===== src/rtl/mem_arbiter_if.sv =====
// mem_arbiter_if: fetch/data requester ports and memory bus of the arbiter.
// The arbiter takes the slave view; the surrounding stages and memory drive the master view.
interface mem_arbiter_if #(
   parameter int ADDR_W = 32,
   parameter int DATA_W = 32
);
   logic                if_req;
   logic [ADDR_W-1:0]   if_addr;
   logic                if_rvalid;
   logic [DATA_W-1:0]   if_rdata;
   logic                dm_req;
   logic                dm_we;
   logic [ADDR_W-1:0]   dm_addr;
   logic [DATA_W-1:0]   dm_wdata;
   logic [DATA_W/8-1:0] dm_be;
   logic                dm_rvalid;
   logic [DATA_W-1:0]   dm_rdata;
   logic                mem_valid;
   logic                mem_ready;
   logic                mem_we;
   logic [ADDR_W-1:0]   mem_addr;
   logic [DATA_W-1:0]   mem_wdata;
   logic [DATA_W/8-1:0] mem_be;
   logic                mem_rvalid;
   logic [DATA_W-1:0]   mem_rdata;
   logic                busy;
   logic                stray_rsp;
   modport slave (
      input  if_req, if_addr, dm_req, dm_we, dm_addr, dm_wdata, dm_be, mem_ready, mem_rvalid, mem_rdata,
      output if_rvalid, if_rdata, dm_rvalid, dm_rdata, mem_valid, mem_we, mem_addr, mem_wdata, mem_be,
             busy, stray_rsp
   );
   modport master (
      output if_req, if_addr, dm_req, dm_we, dm_addr, dm_wdata, dm_be, mem_ready, mem_rvalid, mem_rdata,
      input  if_rvalid, if_rdata, dm_rvalid, dm_rdata, mem_valid, mem_we, mem_addr, mem_wdata, mem_be,
             busy, stray_rsp
   );
endinterface


===== src/rtl/mem_arbiter.sv =====
// mem_arbiter: shares one memory port between fetch and data stages, one transaction outstanding.
// Data wins by default; define MEM_ARB_STARVE_GUARD_EN to bound how long fetch can be locked out.
module mem_arbiter #(
   parameter int ADDR_W     = 32,
   parameter int DATA_W     = 32,
   parameter int STARVE_MAX = 4
) (
   input logic          clk,
   input logic          reset,
   mem_arbiter_if.slave bus
);
   localparam int BE_W = DATA_W / 8;
   typedef enum logic [1:0] {IDLE, REQ, WAIT} state_t;
   state_t            state_q, state_d;
   logic              owner_q, owner_d;
   logic              we_q, we_d;
   logic [ADDR_W-1:0] addr_q, addr_d;
   logic [DATA_W-1:0] wdata_q, wdata_d;
   logic [BE_W-1:0]   be_q, be_d;
   logic              stray_q, stray_d;
   logic              any_req, force_if, pick_if, rsp;
   assign any_req = bus.if_req | bus.dm_req;
   assign pick_if = bus.if_req & (~bus.dm_req | force_if);
   assign rsp     = (state_q == WAIT) & bus.mem_rvalid;
`ifdef MEM_ARB_STARVE_GUARD_EN
   localparam int CNT_W = $clog2(STARVE_MAX + 1);
   logic [CNT_W-1:0] cnt_q, cnt_d;
   // Counting stops at STARVE_MAX because that value forces the next grant to fetch, which clears it.
   assign force_if = cnt_q == CNT_W'(STARVE_MAX);
   assign cnt_d    = (state_q != IDLE) ? cnt_q : (!bus.if_req || pick_if) ? '0 : cnt_q + 1'b1;
   always_ff @(posedge clk) cnt_q <= reset ? '0 : cnt_d;
`else
   assign force_if = 1'b0;
`endif
   always_ff @(posedge clk) begin
      if (reset) begin
         state_q <= IDLE;
         owner_q <= 1'b0;
         we_q    <= 1'b0;
         addr_q  <= '0;
         wdata_q <= '0;
         be_q    <= '0;
         stray_q <= 1'b0;
      end else begin
         state_q <= state_d;
         owner_q <= owner_d;
         we_q    <= we_d;
         addr_q  <= addr_d;
         wdata_q <= wdata_d;
         be_q    <= be_d;
         stray_q <= stray_d;
      end
   end
   always_comb begin
      state_d = state_q;
      owner_d = owner_q;
      we_d    = we_q;
      addr_d  = addr_q;
      wdata_d = wdata_q;
      be_d    = be_q;
      stray_d = stray_q | (bus.mem_rvalid & (state_q != WAIT));
      if (state_q == IDLE && any_req) begin
         state_d = REQ;
         owner_d = ~pick_if;
         we_d    = ~pick_if & bus.dm_we;
         addr_d  = pick_if ? bus.if_addr : bus.dm_addr;
         wdata_d = pick_if ? '0 : bus.dm_wdata;
         be_d    = pick_if ? '1 : bus.dm_be;
      end
      if (state_q == REQ && bus.mem_ready) state_d = WAIT;
      if (rsp) state_d = IDLE;
   end
   always_comb begin
      bus.mem_valid = state_q == REQ;
      bus.busy      = state_q != IDLE;
      bus.if_rvalid = rsp & ~owner_q;
      bus.dm_rvalid = rsp & owner_q;
      bus.if_rdata  = (rsp & ~owner_q) ? bus.mem_rdata : '0;
      bus.dm_rdata  = (rsp & owner_q) ? bus.mem_rdata : '0;
      bus.mem_we    = we_q;
      bus.mem_addr  = addr_q;
      bus.mem_wdata = wdata_q;
      bus.mem_be    = be_q;
      bus.stray_rsp = stray_q;
   end
endmodule

===== src/flat_wrapper.sv =====
// flat-port wrapper written by rule: the top's interface ports become plain ports
module mem_arbiter_flat 
#(
   parameter int ADDR_W     = 32,
   parameter int DATA_W     = 32,
   parameter int STARVE_MAX = 4
)
  (clk, reset, bus_if_req, bus_if_addr, bus_dm_req, bus_dm_we, bus_dm_addr, bus_dm_wdata, bus_dm_be, bus_mem_ready, bus_mem_rvalid, bus_mem_rdata, bus_if_rvalid, bus_if_rdata, bus_dm_rvalid, bus_dm_rdata, bus_mem_valid, bus_mem_we, bus_mem_addr, bus_mem_wdata, bus_mem_be, bus_busy, bus_stray_rsp);
  mem_arbiter_if #(.ADDR_W(ADDR_W), .DATA_W(DATA_W)) bus_i ();
  input logic clk;
  input logic reset;
  input wire logic [$bits(bus_i.if_req)-1:0] bus_if_req;
  input wire logic [$bits(bus_i.if_addr)-1:0] bus_if_addr;
  input wire logic [$bits(bus_i.dm_req)-1:0] bus_dm_req;
  input wire logic [$bits(bus_i.dm_we)-1:0] bus_dm_we;
  input wire logic [$bits(bus_i.dm_addr)-1:0] bus_dm_addr;
  input wire logic [$bits(bus_i.dm_wdata)-1:0] bus_dm_wdata;
  input wire logic [$bits(bus_i.dm_be)-1:0] bus_dm_be;
  input wire logic [$bits(bus_i.mem_ready)-1:0] bus_mem_ready;
  input wire logic [$bits(bus_i.mem_rvalid)-1:0] bus_mem_rvalid;
  input wire logic [$bits(bus_i.mem_rdata)-1:0] bus_mem_rdata;
  output wire logic [$bits(bus_i.if_rvalid)-1:0] bus_if_rvalid;
  output wire logic [$bits(bus_i.if_rdata)-1:0] bus_if_rdata;
  output wire logic [$bits(bus_i.dm_rvalid)-1:0] bus_dm_rvalid;
  output wire logic [$bits(bus_i.dm_rdata)-1:0] bus_dm_rdata;
  output wire logic [$bits(bus_i.mem_valid)-1:0] bus_mem_valid;
  output wire logic [$bits(bus_i.mem_we)-1:0] bus_mem_we;
  output wire logic [$bits(bus_i.mem_addr)-1:0] bus_mem_addr;
  output wire logic [$bits(bus_i.mem_wdata)-1:0] bus_mem_wdata;
  output wire logic [$bits(bus_i.mem_be)-1:0] bus_mem_be;
  output wire logic [$bits(bus_i.busy)-1:0] bus_busy;
  output wire logic [$bits(bus_i.stray_rsp)-1:0] bus_stray_rsp;
  assign bus_i.if_req = bus_if_req;
  assign bus_i.if_addr = bus_if_addr;
  assign bus_i.dm_req = bus_dm_req;
  assign bus_i.dm_we = bus_dm_we;
  assign bus_i.dm_addr = bus_dm_addr;
  assign bus_i.dm_wdata = bus_dm_wdata;
  assign bus_i.dm_be = bus_dm_be;
  assign bus_i.mem_ready = bus_mem_ready;
  assign bus_i.mem_rvalid = bus_mem_rvalid;
  assign bus_i.mem_rdata = bus_mem_rdata;
  assign bus_if_rvalid = bus_i.if_rvalid;
  assign bus_if_rdata = bus_i.if_rdata;
  assign bus_dm_rvalid = bus_i.dm_rvalid;
  assign bus_dm_rdata = bus_i.dm_rdata;
  assign bus_mem_valid = bus_i.mem_valid;
  assign bus_mem_we = bus_i.mem_we;
  assign bus_mem_addr = bus_i.mem_addr;
  assign bus_mem_wdata = bus_i.mem_wdata;
  assign bus_mem_be = bus_i.mem_be;
  assign bus_busy = bus_i.busy;
  assign bus_stray_rsp = bus_i.stray_rsp;
  mem_arbiter #(.ADDR_W(ADDR_W), .DATA_W(DATA_W), .STARVE_MAX(STARVE_MAX)) u_core (.clk(clk), .reset(reset), .bus(bus_i));
endmodule

===== config.mk =====
export PLATFORM = sky130hd
export DESIGN_NAME = mem_arbiter_flat
export DESIGN_NICKNAME = d
export VERILOG_FILES = /design/src/rtl/mem_arbiter_if.sv /design/src/rtl/mem_arbiter.sv /design/src/flat_wrapper.sv
export SDC_FILE = /design/constraint.sdc
export NUM_CORES = 1
export LEC_CHECK = 0
export ABC_AREA = 0
export CAP_MARGIN = 15
export CORE_AREA = 2 2 107 109
export DETAILED_ROUTE_END_ITERATION = 10
export DIE_AREA = 0 0 109 111
export GPL_TIMING_DRIVEN = 0
export PLACE_DENSITY = 0.88
export SETUP_SLACK_MARGIN = 0.2
export SLEW_MARGIN = 10
export SYNTH_ARGS = -nofsm -noshare
export SYNTH_HDL_FRONTEND = slang
export SYNTH_SLANG_ARGS = --single-unit

===== constraint.sdc =====
create_clock -name clk -period 2.61 [get_ports clk]
set_input_delay 0.522 -clock clk [delete_from_list [all_inputs] [get_ports clk]]
set_output_delay 0.522 -clock clk [all_outputs]
set_load 0.01 [all_outputs]

==> results of run 1 <==
==> routing by layer <==
| layer | track usage | up-vias |
|---|---|---|
| met2 | 0.422 | 200 |
| met1 | 0.215 | 1909 |
| met5 | 0 | - |
| met4 | 0.0718 | 0 |
| met3 | 0.0817 | 19 |
| li1 | - | 2100 |
==> per-stage QoR <==
step / cells / setup WS (ns) / area [um^2] / total power [mW]
2_1_floorplan: 443 / 0.893 / 3410 / 1.65
4_1_cts: 883 / 0.230 / 6650 / 3.38
5_1_grt: 884 / 0.202 / 6670 / 3.50
6_report: 884 / 0.263 / 6670 / 3.35
3_5_place_dp: 861 / -0.413 / 6340 / 2.21
3_3_place_gp: 861 / -0.391 / 6340 / 2.19
==> synthesized netlist by cell type, types with 3 or more instances <==
master	instances	area share
o21ai_1	6	0.0088
nor2_1	6	0.0066
and2_1	64	0.12
nand2_1	99	0.11
a311oi_1	32	0.082
buf_4	7	0.015
clkbuf_1	12	0.013
dfxtp_1	73	0.43
o21ai_0	30	0.044
buf_2	21	0.031
a21oi_1	73	0.11
nor3_1	4	0.0059
inv_1	3	0.0033
==> timing repair <==
| action | in CTS | in global routing |
|---|---|---|
| setup endpoints to repair | 66 | 9 |
| pin swaps | 2 | 0 |
| buffers inserted | 6 | 0 |
| resized for setup | 88 | 9 |
| hold buffers | 0 | 0 |
==> final timing paths <==
kind	end	cells past startpoint	slack (ns)
setup / recovery	bus_dm_rdata[3]	7	0.26
hold / removal	u_core.bus.stray_rsp$_SDFF_PP0_	2	0.47
setup reg to reg	u_core.bus.mem_addr[7]$_SDFFE_PP0P_	5	1.05
hold reg to reg	u_core.bus.stray_rsp$_SDFF_PP0_	2	0.47
==> state kept, by name (all words and copies together), names as in the netlist <==
name / cells
u_core.owner_q: 1
u_core.bus.mem_addr: 32
u_core.bus.mem_wdata: 32
u_core.bus.mem_be: 4
u_core.bus.stray_rsp: 1
u_core.state_q: 2
u_core.bus.mem_we: 1
==> final cells by class <==
class,count,area (um^2),area share
antenna,1,2.50,0.000375
buffer,41,248,0.0371
clock buffer,9,225,0.0338
clock inverter,7,60.1,0.00900
inverter,4,15.0,0.00225
multi-input combinational,325,1740,0.261
sequential,73,1460,0.219
tap,143,179,0.0268
timing repair buffer,281,2740,0.410
==> worst max-delay path, cell delays in order, from the launching register on <==
cell           delay (ns)
dfxtp_2              0.35
nand2b_2             0.24
nor3_4               0.13
buf_6                0.14
buf_4                0.11
buf_6                0.11
and2_1               0.13
dlygate4sd2_1        0.28
==> cells by family (layout without fill, tap and decap cells) <==
logic type / Yosys count / count (layout) / synth area share
buffers and inverters: 45 / 342 / 0.0650
other: 0 / 1 / 0
DFF: 73 / 73 / 0.429
AOI/OAI and AO/OA: 141 / 141 / 0.242
and+or+nand+nor: 184 / 184 / 0.264
==> power by group through the flow <==
stage          clock network (mW)  logic, mW  registers, mW
2_1_floorplan                   0      0.304           1.35
3_3_place_gp                    0      0.893           1.30
3_5_place_dp                    0      0.900           1.30
4_1_cts                      1.19      0.904           1.28
5_1_grt                      1.24      0.967           1.29
6_report                     1.17      0.898           1.28
==> reports/metrics.cfg, run 1 <==
[synth]
ys.flop_type = dfxtp_1
syn-cell-area_um2 = 3410
synth_nets = 582
synthArstFlopShare = 0
synth-edff-count = 0
synthCells = 443
avgSynthCellArea_um2 = 7.69
yosys_register_bits = 73
yosys_warnings = 0
netlist-cell-type-count = 22
ys_seq_area_frac = 0.429

[critical_path]
worstSetupStartpoint = u_core.state_q[0]$_SDFFE_PP0P_
crit_path_end_kind = output pin
startpoint_type = register
path_max_fanout = 10
criticalPathCategory = reg -> out
arrival_ns = 1.82
reg2reg_from = u_core.state_q[1]$_SDFFE_PP0P_
required_ns = 2.09

[timing]
max_freq_mhz = 426
rsz0062_at_grt = false
finalSetupTns_ns = 0
fin_crit_ns = 2.35
slew_viol_final = 0
max-slew-margin-rel = 0.558
skew_ns = 0.00941
setup_viol = 0
whs_ns = 0.471
fin_crit_sh = 0.899
max_slew.worst_pin.slew_ns = 0.662
hold_viol = 0

[cts]
cts_root_buffer = clkbuf_16
cts-buffers-inserted = 9
cts_buffer_depth = 2
cts_tree = built
clock_sinks = 73
worstSkewPairLatency_ns = 0.33
clk_pin_slew_worst_paths_ns = 0.06
htreeDepth = 3

[route]
drcViolationCount = 0
first_pass_iters = 4
wl_met3_um = 1440
wl_met2_um = 7480
wl_per_cell_um = 15.7
wirelength_um = 13900
vias_per_cell = 4.78
wl_met1_um = 4620
vias = 4228
antenna_left = 0
maxUsedRoutingLayer = met4
drt-initial-drc-count = 163

[power_and_ir_drop]
power_leakage_nw = 2.88
p_int_mw = 2.39
irDropWorstVdd_mv = 0.356
powerDensity_nw_per_um2 = 502
pwr-share-clk = 0.349
power_frac_seq = 0.383
combPwrFrac = 0.268
switchingPower_mw = 0.959
p_sw_frac = 0.287

[global_routing]
overflow = 0
grt_use_total = 0.222
grt_pass1_vias = 4090
grt_pass1_wl_um = 20900
grt_max_degree = 16
antenna_found_initial = 1

[floorplan]
pin_count = 277
start_util = 0.308
die-area_um2 = 12100
dieWidth_um = 109
row_count = 39
core_area_um2 = 11100
die_y_um = 111

[place]
portBuffers = 275
place_congestion = 0.781
hpwl_um = 11100

[cells_and_area]
final_cell_mix = clkdlybuf4s50_1, nand2_1, a21oi_1
final_net_count = 874
area_growth_pct = 95.7
fin_util = 0.602
drive_gt1_frac = 0.0838
nFillCells = 1056
final_common_cell = clkdlybuf4s50_1

[min_path]
min-delay-start = u_core.bus.stray_rsp$_SDFF_PP0_
min_path_type = reg -> reg

[run_status]
status = finished clean

[flow_run]
max_cap_violations = 0

Note: power is estimated with default switching activity, not from simulation.
==> inputs of run 2 (changes only) <==
--- a/config.mk
+++ b/config.mk
@@ -11,7 +11,9 @@
 export DETAILED_ROUTE_END_ITERATION = 10
 export DIE_AREA = 0 0 109 111
 export GPL_TIMING_DRIVEN = 0
+export MAX_ROUTING_LAYER = met4
 export PLACE_DENSITY = 0.88
+export RECOVER_POWER = 100
 export SETUP_SLACK_MARGIN = 0.2
 export SLEW_MARGIN = 10
 export SYNTH_ARGS = -nofsm -noshare
==> run 2 against run 1 <==
Effect of this change: cell area decreased by 0.64%; worst hold slack got worse by 0.0047 ns; power decreased by 1.4%; critical path depth unchanged; count of clock-buffer cells in the layout unchanged; sequential power about the same; worst setup slack got worse by 0.065 ns; combinational power decreased by 4.9%; via count about the same; clock skew increased by 0.0012 ns; first-iteration DRC count increased by 3.1%; critical path type unchanged; highest routed layer unchanged.
==> reports/metrics.cfg, run 2 (synthesized netlist as in run 1, its figures left out) <==
[place]
place_ws_ns = -0.413
place_inst = 861
portBuffers = 275
hpwl_um = 11100
place_congestion = 0.791

[cts]
worstSkewPairLatency_ns = 0.33
clk_pin_slew_worst_paths_ns = 0.06
clock_sinks = 73
cts_buffer_depth = 2
htreeDepth = 3
cts_root_buffer = clkbuf_16
cts-buffers-inserted = 9
cts_hold_buf = 0
cts_tree = built

[critical_path]
r2r_end = u_core.bus.mem_wdata[4]$_SDFFE_PP0P_
critical-path-top-delay-family = buffers and inverters
reg2reg_from = u_core.state_q[0]$_SDFFE_PP0P_
worst-path-buf-inv = 4
startpoint_type = register
critical_path_depth = 7
cp-endpoint = bus_dm_rdata[18]
rrSetupSlack_ns = 0.82
slowest_delay_ns = 0.44
arrival_ns = 1.89
path_max_fanout = 10
crit_path_end_kind = output pin
path_cells = nand2b_1 -> nor3_4 -> buf_6 -> buf_4 -> buf_8 -> and2_1 -> clkdlybuf4s25_1
cp_slowest_cell = dfxtp_1
worstRegToRegCells = 4
required_ns = 2.09
criticalPathCategory = reg -> out
worstSetupStartpoint = u_core.state_q[0]$_SDFFE_PP0P_

[timing]
timing.final.ws_setup_ns = 0.199
fin_crit_ns = 2.41
setup_viol = 0
finalSetupTns_ns = 0
max_slew.worst_pin.slew_ns = 0.731
max_freq_mhz = 415
rsz0062_at_grt = false
hold_viol = 0
skew_ns = 0.0106
fin_crit_sh = 0.924
max-slew-margin-rel = 0.511
whs_ns = 0.466
slew_viol_final = 0

[cells_and_area]
drive_gt1_frac = 0.0662
final_cells = 884
final_common_cell = clkdlybuf4s50_1
final_cell_mix = clkdlybuf4s50_1, nand2_1, a21oi_1
area_growth_pct = 94.5
final_net_count = 874

[route]
first_pass_iters = 4
vias = 4227
vias_per_cell = 4.78
antenna_left = 0
drt-initial-drc-count = 168
drcViolationCount = 0
wirelength_um = 13800
wl_per_cell_um = 15.6

[floorplan]
die_y_um = 111
die-area_um2 = 12100
row_count = 39
dieWidth_um = 109
start_util = 0.308
pin_count = 277
core_area_um2 = 11100

[global_routing]
grt_use_total = 0.228
grt_pass1_vias = 4108
grt_pass1_wl_um = 20800
antenna_found_initial = 1
overflow = 0
grt_max_degree = 16

[power_and_ir_drop]
powerDensity_nw_per_um2 = 498
power_leakage_nw = 2.97
p_total_mw = 3.30
irDropWorstVdd_mv = 0.350

[min_path]
holdPathStages = 2
min_path_type = reg -> reg

[run_status]
status = finished clean

[flow_run]
max_cap_violations = 0

run 2: what timing repair did:
action / 4_1_cts / 5_1_grt
pin swaps: 2 / 0
gates cloned: 0 / 0
buffers inserted: 6 / 0
gates resized for setup: 88 / 9
endpoints found under the setup margin: 66 / 9
run 2: layout make-up:
type,instances,area (um^2)
Fill cell,1068,4450
Timing Repair Buffer,281,2730
Multi-Input combinational cell,325,1720
Sequential cell,73,1460
Buffer,41,238
Clock buffer,9,225
Tap cell,143,179
Clock inverter,7,60.1
Inverter,4,15.0
Antenna cell,1,2.50
run 2: worst min-delay path by stage:
stage / from / to / slack, ns
3_3_place_gp: u_core.bus.stray_rsp$_SDFF_PP0_ / u_core.bus.stray_rsp$_SDFF_PP0_ / 0.45
6_report: u_core.bus.stray_rsp$_SDFF_PP0_ / u_core.bus.stray_rsp$_SDFF_PP0_ / 0.47
2_1_floorplan: u_core.owner_q$_SDFFE_PP0P_ / u_core.owner_q$_SDFFE_PP0P_ / 0.48
4_1_cts: u_core.bus.mem_wdata[20]$_SDFFE_PP0P_ / u_core.bus.mem_wdata[20]$_SDFFE_PP0P_ / 0.48
5_1_grt: u_core.bus.mem_wdata[2]$_SDFFE_PP0P_ / u_core.bus.mem_wdata[2]$_SDFFE_PP0P_ / 0.49
3_5_place_dp: u_core.bus.stray_rsp$_SDFF_PP0_ / u_core.bus.stray_rsp$_SDFF_PP0_ / 0.47
run 2: metrics by stage:
step	area [um^2]	util
after detailed placement	6340	0.572
after CTS	6650	0.601
final	6630	0.598
after global routing	6630	0.598
after global placement	6340	0.572
after floorplan	3410	-
run 2: layer usage:
metal  vias to the layer above  wire (um)  GRT usage
met5                         -          0          -
met4                         0        388     0.0769
met3                        20       1190     0.0606
li1                       2101          -          -
met2                       197       7400      0.418
met1                      1909       4820      0.228
run 2: tightest hold or removal path, delay by kind of cell (launching register included):
kind            cells  cell delay (ns)
compound gates      1             0.04
flops               1             0.32
simple gates        1             0.07
run 2: where the power goes:
group | internal [mW] | leakage [nW] | switching, mW
clock | 0.660 | 0.131 | 0.510
combinational | 0.461 | 2.24 | 0.393
sequential | 1.22 | 0.603 | 0.0517
==> inputs of run 3 (changes only) <==
--- a/config.mk
+++ b/config.mk
@@ -11,6 +11,7 @@
 export DETAILED_ROUTE_END_ITERATION = 10
 export DIE_AREA = 0 0 109 111
 export GPL_TIMING_DRIVEN = 0
+export HOLD_SLACK_MARGIN = 0.12
 export MAX_ROUTING_LAYER = met4
 export PLACE_DENSITY = 0.88
 export RECOVER_POWER = 100
==> results of run 3 <==
Final layout, timing and power as in run 2 (identical DEF).
